===== config.mk =====
export PLATFORM = sky130hd
export DESIGN_NAME = wb_commit_mp
export DESIGN_NICKNAME = d
export VERILOG_FILES = /design/src/rtl/wb_commit_mp_pkg.sv /design/src/rtl/wb_commit_mp_fault_pick.sv /design/src/rtl/wb_commit_mp.sv
export SDC_FILE = /design/constraint.sdc
export NUM_CORES = 1
export LEC_CHECK = 0
export CAP_MARGIN = 25
export CORE_AREA = 2 2 244 246
export CTS_BUF_LIST = sky130_fd_sc_hd__clkbuf_8
export CTS_CLUSTER_SIZE = 28
export DETAILED_ROUTE_END_ITERATION = 8
export DIE_AREA = 0 0 246 248
export GPL_ROUTABILITY_DRIVEN = 0
export PLACE_DENSITY = 0.58
export SYNTH_ARGS = -nofsm -noshare
export SYNTH_HDL_FRONTEND = slang
export SYNTH_SLANG_ARGS = --single-unit

===== constraint.sdc =====
create_clock -name clk -period 7.2 [get_ports clk]
set_clock_uncertainty 0.2 [all_clocks]
set_input_delay 1.44 -clock clk [delete_from_list [all_inputs] [get_ports clk]]
set_output_delay 1.44 -clock clk [all_outputs]
set_load 0.005 [all_outputs]

===== src/rtl/wb_commit_mp_pkg.sv =====
// Shared definitions for the multi-lane writeback/commit stage: lane payload layout,
// exception codes and FSM states.
package wb_commit_mp_pkg;

  localparam int LANE_WD   = 110;
  localparam int RF_BUS_WD = 38;

  // Code 0x1f is reserved by the architecture, so it marks "no exception".
  localparam logic [4:0] NO_EX   = 5'h1f;
  localparam logic [4:0] EX_ADEL = 5'h04;
  localparam logic [4:0] EX_ADES = 5'h05;

  localparam int OFF_PC       = 0;
  localparam int OFF_RESULT   = 32;
  localparam int OFF_DEST     = 64;
  localparam int OFF_GR_WE    = 69;
  localparam int OFF_BD       = 70;
  localparam int OFF_ERET     = 71;
  localparam int OFF_EX_CODE  = 72;
  localparam int OFF_BADVADDR = 77;
  localparam int OFF_PC_ERROR = 109;

  typedef struct packed {
    logic        pc_error;
    logic [31:0] badvaddr;
    logic [4:0]  ex_code;
    logic        eret;
    logic        bd;
    logic        gr_we;
    logic [4:0]  dest;
    logic [31:0] result;
    logic [31:0] pc;
  } lane_t;

  typedef enum logic {ST_RUN, ST_FLUSH} ws_state_e;

  function automatic lane_t unpack_lane(input logic [LANE_WD-1:0] raw);
    lane_t l;
    l.pc       = raw[OFF_PC +: 32];
    l.result   = raw[OFF_RESULT +: 32];
    l.dest     = raw[OFF_DEST +: 5];
    l.gr_we    = raw[OFF_GR_WE];
    l.bd       = raw[OFF_BD];
    l.eret     = raw[OFF_ERET];
    l.ex_code  = raw[OFF_EX_CODE +: 5];
    l.badvaddr = raw[OFF_BADVADDR +: 32];
    l.pc_error = raw[OFF_PC_ERROR];
    return l;
  endfunction

endpackage


===== src/rtl/wb_commit_mp_fault_pick.sv =====
// Priority encoder: finds the oldest faulting lane and masks it and every younger lane
// out of the commit set.
module wb_fault_pick #(
  parameter int LANES = 2,
  parameter int KW    = 1
) (
  input  logic [LANES-1:0] valid_i,
  input  logic [LANES-1:0] raw_fault_i,
  output logic             fault_o,
  output logic [KW-1:0]    k_o,
  output logic [LANES-1:0] commit_o
);

  always_comb begin
    fault_o  = 1'b0;
    k_o      = '0;
    commit_o = '0;
    for (int i = 0; i < LANES; i++) begin
      if (valid_i[i] && raw_fault_i[i] && !fault_o) begin
        fault_o = 1'b1;
        k_o     = KW'(i);
      end
      commit_o[i] = valid_i[i] && !fault_o;
    end
  end

endmodule


===== src/rtl/wb_commit_mp.sv =====
// Multi-lane writeback/commit stage: in-order commit of up to LANES instructions,
// precise exception/ERET resolution on the oldest faulting lane and a post-fault flush window.
module wb_commit_mp
  import wb_commit_mp_pkg::*;
#(
  parameter int LANES     = 2,
  parameter int FLUSH_CYC = 2,
  parameter int CNT_W     = 32
) (
  input  logic                         clk,
  input  logic                         resetn,
  output logic                         ws_allowin,
  input  logic [LANES-1:0]             ms_to_ws_valid,
  input  logic [LANES*LANE_WD-1:0]     ms_to_ws_bus,
  output logic [LANES*RF_BUS_WD-1:0]   ws_to_rf_bus,
  output logic [LANES*5-1:0]           ws_dest,
  output logic [LANES*32-1:0]          ws_dest_data,
  output logic                         ws_ex,
  output logic                         ws_eret,
  output logic [4:0]                   cp0_ex_code,
  output logic                         cp0_ex_bd,
  output logic [31:0]                  cp0_ex_epc,
  output logic [31:0]                  cp0_badvaddr,
  output logic                         cp0_badvaddr_we,
  output logic                         flushing,
  output logic [CNT_W-1:0]             retire_cnt,
  output logic [LANES*32-1:0]          debug_wb_pc,
  output logic [LANES*4-1:0]           debug_wb_rf_wen,
  output logic [LANES*5-1:0]           debug_wb_rf_wnum,
  output logic [LANES*32-1:0]          debug_wb_rf_wdata
);

  localparam int KW = (LANES > 1) ? $clog2(LANES) : 1;
  localparam logic [3:0] FLUSH_LOAD = (FLUSH_CYC > 0) ? 4'(FLUSH_CYC - 1) : 4'd0;

  ws_state_e                state_q;
  logic [3:0]               flush_cnt_q;
  logic [LANES-1:0]         valid_q;
  logic [LANES*LANE_WD-1:0] bus_q;
  logic [CNT_W-1:0]         retire_q, retire_d;

  lane_t            lane [LANES];
  lane_t            sel;
  logic [LANES-1:0] raw_fault, commit, we;
  logic             fault;
  logic [KW-1:0]    k;

  always_comb begin
    for (int i = 0; i < LANES; i++) begin
      lane[i]      = unpack_lane(bus_q[i*LANE_WD +: LANE_WD]);
      raw_fault[i] = (lane[i].ex_code != NO_EX) || lane[i].eret;
    end
  end

  wb_fault_pick #(.LANES(LANES), .KW(KW)) u_fault_pick (
    .valid_i     (valid_q),
    .raw_fault_i (raw_fault),
    .fault_o     (fault),
    .k_o         (k),
    .commit_o    (commit)
  );

  always_comb begin
    sel = '0;
    for (int i = 0; i < LANES; i++) begin
      if (k == KW'(i)) sel = lane[i];
    end
  end

  always_comb begin
    we                = '0;
    retire_d          = retire_q;
    ws_to_rf_bus      = '0;
    ws_dest           = '0;
    ws_dest_data      = '0;
    debug_wb_pc       = '0;
    debug_wb_rf_wen   = '0;
    debug_wb_rf_wnum  = '0;
    debug_wb_rf_wdata = '0;
    for (int i = 0; i < LANES; i++) begin
      we[i] = commit[i] & lane[i].gr_we;
      ws_to_rf_bus[i*RF_BUS_WD +: RF_BUS_WD] = {we[i], lane[i].dest, lane[i].result};
      // Faulting and younger lanes keep reporting dest so hazard checks stay conservative.
      ws_dest[i*5 +: 5]            = lane[i].dest & {5{valid_q[i]}};
      ws_dest_data[i*32 +: 32]     = lane[i].result;
      debug_wb_pc[i*32 +: 32]      = lane[i].pc;
      debug_wb_rf_wen[i*4 +: 4]    = {4{we[i]}};
      debug_wb_rf_wnum[i*5 +: 5]   = lane[i].dest;
      debug_wb_rf_wdata[i*32 +: 32] = lane[i].result;
      retire_d = retire_d + CNT_W'(commit[i]);
    end
  end

  assign ws_allowin      = 1'b1;
  assign ws_ex           = fault & (sel.ex_code != NO_EX);
  assign ws_eret         = fault & sel.eret & (sel.ex_code == NO_EX);
  assign cp0_ex_code     = fault ? sel.ex_code  : 5'd0;
  assign cp0_ex_bd       = fault & sel.bd;
  assign cp0_ex_epc      = fault ? sel.pc       : 32'd0;
  assign cp0_badvaddr    = fault ? sel.badvaddr : 32'd0;
  assign cp0_badvaddr_we = fault & (sel.pc_error | (sel.ex_code == EX_ADEL) | (sel.ex_code == EX_ADES));
  assign flushing        = (state_q == ST_FLUSH);
  assign retire_cnt      = retire_q;

  always_ff @(posedge clk) begin
    if (!resetn) begin
      state_q     <= ST_RUN;
      flush_cnt_q <= 4'd0;
      valid_q     <= '0;
      retire_q    <= '0;
    end else begin
      retire_q <= retire_d;
      case (state_q)
        ST_RUN: begin
          if (fault) begin
            // The bundle offered in the fault cycle is younger than the fault: drop it.
            valid_q <= '0;
            if (FLUSH_CYC > 0) begin
              state_q     <= ST_FLUSH;
              flush_cnt_q <= FLUSH_LOAD;
            end
          end else begin
            valid_q <= ms_to_ws_valid;
            if (|ms_to_ws_valid) bus_q <= ms_to_ws_bus;
          end
        end
        ST_FLUSH: begin
          valid_q <= '0;
          if (flush_cnt_q == 4'd0) state_q <= ST_RUN;
          else flush_cnt_q <= flush_cnt_q - 4'd1;
        end
        default: state_q <= ST_RUN;
      endcase
    end
  end

endmodule

== Word level (Yosys, flattened, before mapping) ==
Index checks and enable logic that the tools add are counted.

* Flip-flop bits (word level): 259
* Input bits: 224
* Output and inout bits: 403
* Word-level logic and storage cells: 57

* $add $sub $neg: 3
* Equality and inequality tests: 8
* Muxes and demuxes: 15
* Bitwise logic cells: 13
* Reduce and logical (&&, ||, !) cells: 13

{| class="wikitable"
|+ Operators by type and width
! cell !! count
|-
| $mux W110 || 1
|-
| $add A32 B1 Y32 || 2
|-
| $mux W32 || 2
|-
| $ne A5 B5 Y1 const B || 3
|-
| $and A5 B5 Y5 || 2
|-
| $eq A5 B3 Y1 const B || 2
|-
| $mux W4 || 2
|-
| $pmux W4 S2 || 1
|-
| $and A1 B1 Y1 || 7
|-
| $eq A5 B5 Y1 const B || 1
|-
| $logic_and A1 B1 Y1 || 5
|-
| $mux W1 || 5
|-
| $mux W5 || 1
|-
| $logic_not A4 Y1 || 1
|-
| $ne A2 B2 Y1 const B || 2
|-
| $pmux W2 S2 || 1
|-
| $reduce_and A4 Y1 || 1
|-
| $sub A4 B1 Y4 const B || 1
|-
| $logic_not A1 Y1 || 2
|-
| $logic_or A1 B1 Y1 || 2
|-
| $mux W2 || 1
|-
| $not A1 Y1 || 2
|-
| $or A1 B1 Y1 || 2
|-
| $pmux W1 S2 || 1
|-
| other kinds (2) || 2
|}

== Longest topological paths before layout ==
* Depth in word-level cells: 12
* Depth in mapped cells: 10
* Depth with buffers taken out: 9

== Cells and area by module ==
From an unflattened synthesis, not the netlist that was laid out.

* Cells, all modules: 905
* Area total of the unflattened synthesis: 11970.2 um^2

{| class="wikitable"
|+ Modules (own cells, without submodules)
! module !! instances !! cells an instance !! area each (um^2) !! sequential area each (um^2)
|-
| wb_commit_mp || 1 || 899 || 11936.4 || 7387.1
|-
| wb_fault_pick || 1 || 6 || 33.8 || 0.0
|}

== Least setup slack after synthesis ==
No wires, ideal clock.

* Kind: input-to-reg
* Start: in resetn
* End: reg bus_q[0] (enable)
* Library setup time: 573 ps
* Arrival time: 6379 ps
* Data required time: 6427 ps
* Slack: 48 ps
* Stages on the path: 3
* Path buffers: 2
* Cells stage by stage: clkbuf_1 > clkbuf_1 > o211a_1

* Cells in the longest elaborated chain, start to end: 1

{| class="wikitable"
|+ Ends and longest elaborated chain
! what !! line !! source
|-
| start: declaration || wb_commit_mp.sv:11 || <nowiki>input logic resetn,</nowiki>
|-
| $reduce_and A4 Y1 (no line) || n/a ||
|-
| end signal: assignment || wb_commit_mp.sv:124 || <nowiki>if (|ms_to_ws_valid) bus_q <= ms_to_ws_bus;</nowiki>
|-
| end: declaration || wb_commit_mp.sv:39 || <nowiki>logic [LANES*LANE_WD-1:0] bus_q;</nowiki>
|}

No other way between the ends.
A chain may end at the register's enable or synchronous reset.

== Worst setup path after layout ==
* Start: reg bus_q[71]
* End: out cp0_ex_epc[26]

* Cells in the longest elaborated chain, start to end: 8
* Elaborated cells on any way between the ends: 9
* Classes of those cells: mux: 5; reduce/logical: 4

{| class="wikitable"
|+ Ends and longest elaborated chain
! what !! line !! source
|-
| $logic_or A1 B1 Y1 * || wb_commit_mp.sv:51 || <nowiki>raw_fault[i] = (lane[i].ex_code != NO_EX) || lane[i].eret;</nowiki>
|-
| $logic_and A1 B1 Y1 * || wb_commit_mp_fault_pick.sv:19 || <nowiki>if (valid_i[i] && raw_fault_i[i] && !fault_o) begin</nowiki>
|-
| $mux W1 * || wb_commit_mp_fault_pick.sv:19 ||
|-
| $logic_not A1 Y1 || wb_commit_mp_fault_pick.sv:19 ||
|-
| $logic_and A1 B1 Y1 || wb_commit_mp_fault_pick.sv:19 ||
|-
| $mux W1 || wb_commit_mp_fault_pick.sv:19 ||
|-
| $mux W110 || wb_commit_mp.sv:66 || <nowiki>if (k == KW'(i)) sel = lane[i];</nowiki>
|-
| $mux W32 * || wb_commit_mp.sv:99 || <nowiki>assign cp0_ex_epc = fault ? sel.pc : 32'd0;</nowiki>
|-
| end: declaration || wb_commit_mp.sv:22 || <nowiki>output logic [31:0] cp0_ex_epc,</nowiki>
|}

Every way passes the cells marked *; elsewhere a longest branch is shown, timed or not.

==> out/results.txt <==
The synthesized instance count came out at 832. The initial antenna violation count was 1; the initial core utilization was 19.7%. For the total cell area at the placement stage, the log shows 16,600 um2. During placement, the flow inserted port buffers numbering 625. Once detail routing completed, the nets flagged for antenna violations numbered 0. In the routed layout, each cell is associated on average with a via count of 3.79. The run finished with clean final reports.

For this run, the register share of the synthesized area comes to 64.2%. The synthesized design spends more area on one cell type than any other, namely edfxtp_1. The summed negative setup slack over all endpoints came out at 0 ns. Cells with a size suffix above 1 make up 6.07% of the layout. The number of clock sinks seen by CTS is 259. The growth of design area from synthesis to finish came out at 51.8%. Maximum single-stage delay on the critical path: 0.62 ns. Counting flops with a built-in enable in the synthesized netlist gives 220. The number of endpoints failing setup at the final stage is 0, and the global-route wire length before repair is 53,100 um.

In this run the post-CTS setup repair buffer count came out at 0. The most used flip-flop cell after synthesis is edfxtp_1. The run gives 0 as the number of cells upsized or downsized after cts.

Summed over all layers, the global routing overflow is 0. The number of slew-limit violations in the final report came out at 0. By area the synthesized netlist is led by edfxtp_1 (57%), buf_4 (19%), dfxtp_1 (6.8%). TritonCTS created 47 clock buffers. The minimum period implied by the final worst setup slack came out at 5.19 ns. The tools report the via count of the first global-routing pass as 7,578. STA puts the critical path data required time at 5.56 ns.

In the final design database the tool counted 1,426 nets. The area enclosed by the die boundary was 61,000 um2. In the routed design, unresolved DRC markers number 0. The clock passes through at most 3 buffers. Entering global routing, the biggest net connects 147 pins. Based on the critical path, the design can be clocked at up to 0.193 GHz. For the final routed wirelength across all metal layers, the log shows 39,700 um. The tool flagged a number of max-cap violations equal to 0. The run gives 0.59 ns as the latest clock arrival within the worst-skew pair. The startpoint-to-endpoint class of the critical path is reg -> out.

Global routing consumed, over all layers together, 12.0% of the routing resources. After clock tree synthesis, the clock-pin slew on the worst setup and hold paths is 0.06 ns. The via count of the routed design is 7,623, and the post-synth net total is 1,059. In this run the standard cell core region covers 58,500 um2. The count of final hold-check violations is 0. For this design the top-level I/O count stands at 627.

IR analysis of the VDD net gives a maximum drop of 127 uV. The transition time at the pin with the least slew margin came out at 0.997 ns. Standard cell with the maximum stage delay on the critical path: nor2_4.

The die boundary width is 246 um, and the synthesis-stage register bit count is 259. Root buffer selected by CTS: clkbuf_8. The final critical path takes up 72.1% of the cycle. Setup repair after global routing left no endpoint under its margin. The worst hold path belongs to the class reg -> reg.

A synthesized cell averages 13.8 um2. The maximum net fanout on the critical path was 72; the post-synthesis async set-or-reset flop share was 0%. TritonCTS built the clock tree. In this run, the number of DRC markers left after iteration 0 of detailed routing was 355. Dividing the detail-routed wire length by the instance count gives 19.7 um. In this run the number of H-tree levels came out at 2. The run gives 89 as the row count. The worst setup path is captured at an output port. Yosys printed 0 warnings. Once layout is done, the placed cells without fillers occupy 17,500 um2. The share of the synthesized area in the top cell type was 57.4%; the worst slew slack as a fraction of its limit was 33.6%. The tools report the count of distinct cell types in the synthesized netlist as 45. Power spread over the standard cell area amounts to 219 nW/um2.

For the number of filler cells placed in the layout, the log shows 5,871. Traced cell by cell, the critical path runs through nand2b_1 > o21a_4 > nor2_4 > buf_4 > a22o_1 > clkdlybuf4s50_1. The tools report the arrival time of the worst setup path as 3.55 ns. The startpoint class of the critical path was a register. For this run, the detailed router's first-pass iteration total came to 4.

The area of the mapped netlist came out at 11,500 um2. The analysis attributes to cell leakage a power of 5.98 nW. The run gives 0 as the count of hold-fix buffers inserted at cts. The run gives 30,900 um as the placed wire-length estimate after detailed placement. The die is 248 um tall.
## routing by layer
| layer | wire (um) | vias up | GRT usage (%) |
|---|---|---|---|
| li1 | - | 3496 | - |
| met1 | 14500 | 3688 | 13.0 |
| met2 | 20300 | 379 | 21.5 |
| met3 | 3830 | 60 | 4.47 |
| met4 | 993 | 0 | 4.21 |
| met5 | 0 | - | 0 |
## flip-flops by register name, indices dropped and copies added, names as in the netlist
register	flops
retire_cnt	32
valid_q	2
bus_q	220
flushing	1
flush_cnt_q	4
## cell usage in the layout (no fill, tap or decap), drive strengths merged, types with 2 or more instances in the layout
cell type / instances
buf: 5
and3: 10
ha: 2
xnor2: 6
clkdlybuf4s50: 625
clkinv: 17
nor4b: 3
or4: 4
bufinv: 4
o311ai: 5
diode: 2
a22o: 70
nand2: 17
inv: 26
nor4: 8
nand2b: 11
or3: 4
nand4: 9
a21oi: 9
edfxtp: 220
o221a: 2
o31ai: 6
nor2: 17
clkbuf: 48
mux2i: 4
and4: 4
o21ai: 6
o21a: 4
dfxtp: 39
and2: 14
nand3: 12
o41ai: 5
xor2: 8
## logic make-up (layout without fill, tap and decap cells)
family	Yosys count	in the layout	synth area share, %
multiplexers	4	4	0.348
flip-flops	259	259	64.2
buffers and inverters	323	726	20.0
other	1	3	0.0326
AO/OA/AOI/OAI	113	113	8.08
AND/OR/NAND/NOR	115	115	5.87
XOR/XNOR	14	14	1.07
adder cells (fa/ha/maj)	3	3	0.391
## cell type report
cell class	instances	area, um2	area share (%)
Multi-Input combinational cell	250	1840	10.5
Clock buffer	48	661	3.78
Timing Repair Buffer	630	6320	36.2
Sequential cell	259	7390	42.3
Clock inverter	37	259	1.48
Tap cell	773	967	5.53
Inverter	11	41.3	0.236
Antenna cell	2	5.00	0.0286
## worst paths after layout
| kind | endpoint | startpoint | cells after the start | slack, ns |
|---|---|---|---|---|
| worst max register to register | retire_cnt[22] | bus_q[75] | 9 | 3.74 |
| worst max-delay path | cp0_ex_epc[26] | bus_q[71] | 6 | 2.01 |
| worst min register to register | retire_cnt[26] | retire_cnt[26] | 2 | 0.29 |
| worst min-delay path | retire_cnt[26] | retire_cnt[26] | 2 | 0.29 |
## critical path, delay by kind of cell (launching register included)
| family | cells | cell delay (ns) |
|---|---|---|
| simple gates | 2 | 0.81 |
| flops | 1 | 0.40 |
| compound gates | 2 | 0.67 |
| buf+inv | 2 | 1.02 |
## Yosys cell counts (all sizes together), types with 5 or more instances
master	instances
a21oi	9
nand4	9
dfxtp	39
and3	10
and2	14
nand2b	11
inv	11
nor2	17
xor2	8
nor4	8
buf	296
o311ai	5
o41ai	5
edfxtp	220
nand2	17
o31ai	6
clkbuf	16
a22o	70
o21ai	6
nand3	12
xnor2	6
## metrics by stage
step / worst slack [ns] / cells / util, % / hold WS [ns] / power [mW]
global route: 1.72 / 2008 / 29.9 / 0.301 / 4.00
floorplan: 0.0477 / 832 / - / 0.267 / 2.13
finish: 2.01 / 2010 / 29.9 / 0.288 / 3.82
global placement: 2.64 / 1923 / 28.3 / 0.265 / 2.47
detailed placement: 2.52 / 1923 / 28.3 / 0.280 / 2.48
CTS: 1.82 / 2008 / 29.9 / 0.289 / 3.90
## report_power, final
| part | total [mW] | internal, mW | switching, mW |
|---|---|---|---|
| combinational | 0.600 | 0.387 | 0.212 |
| clock | 1.39 | 0.763 | 0.622 |
| sequential | 1.84 | 1.76 | 0.0799 |
No activity file was read; power rests on OpenSTA's default activity.
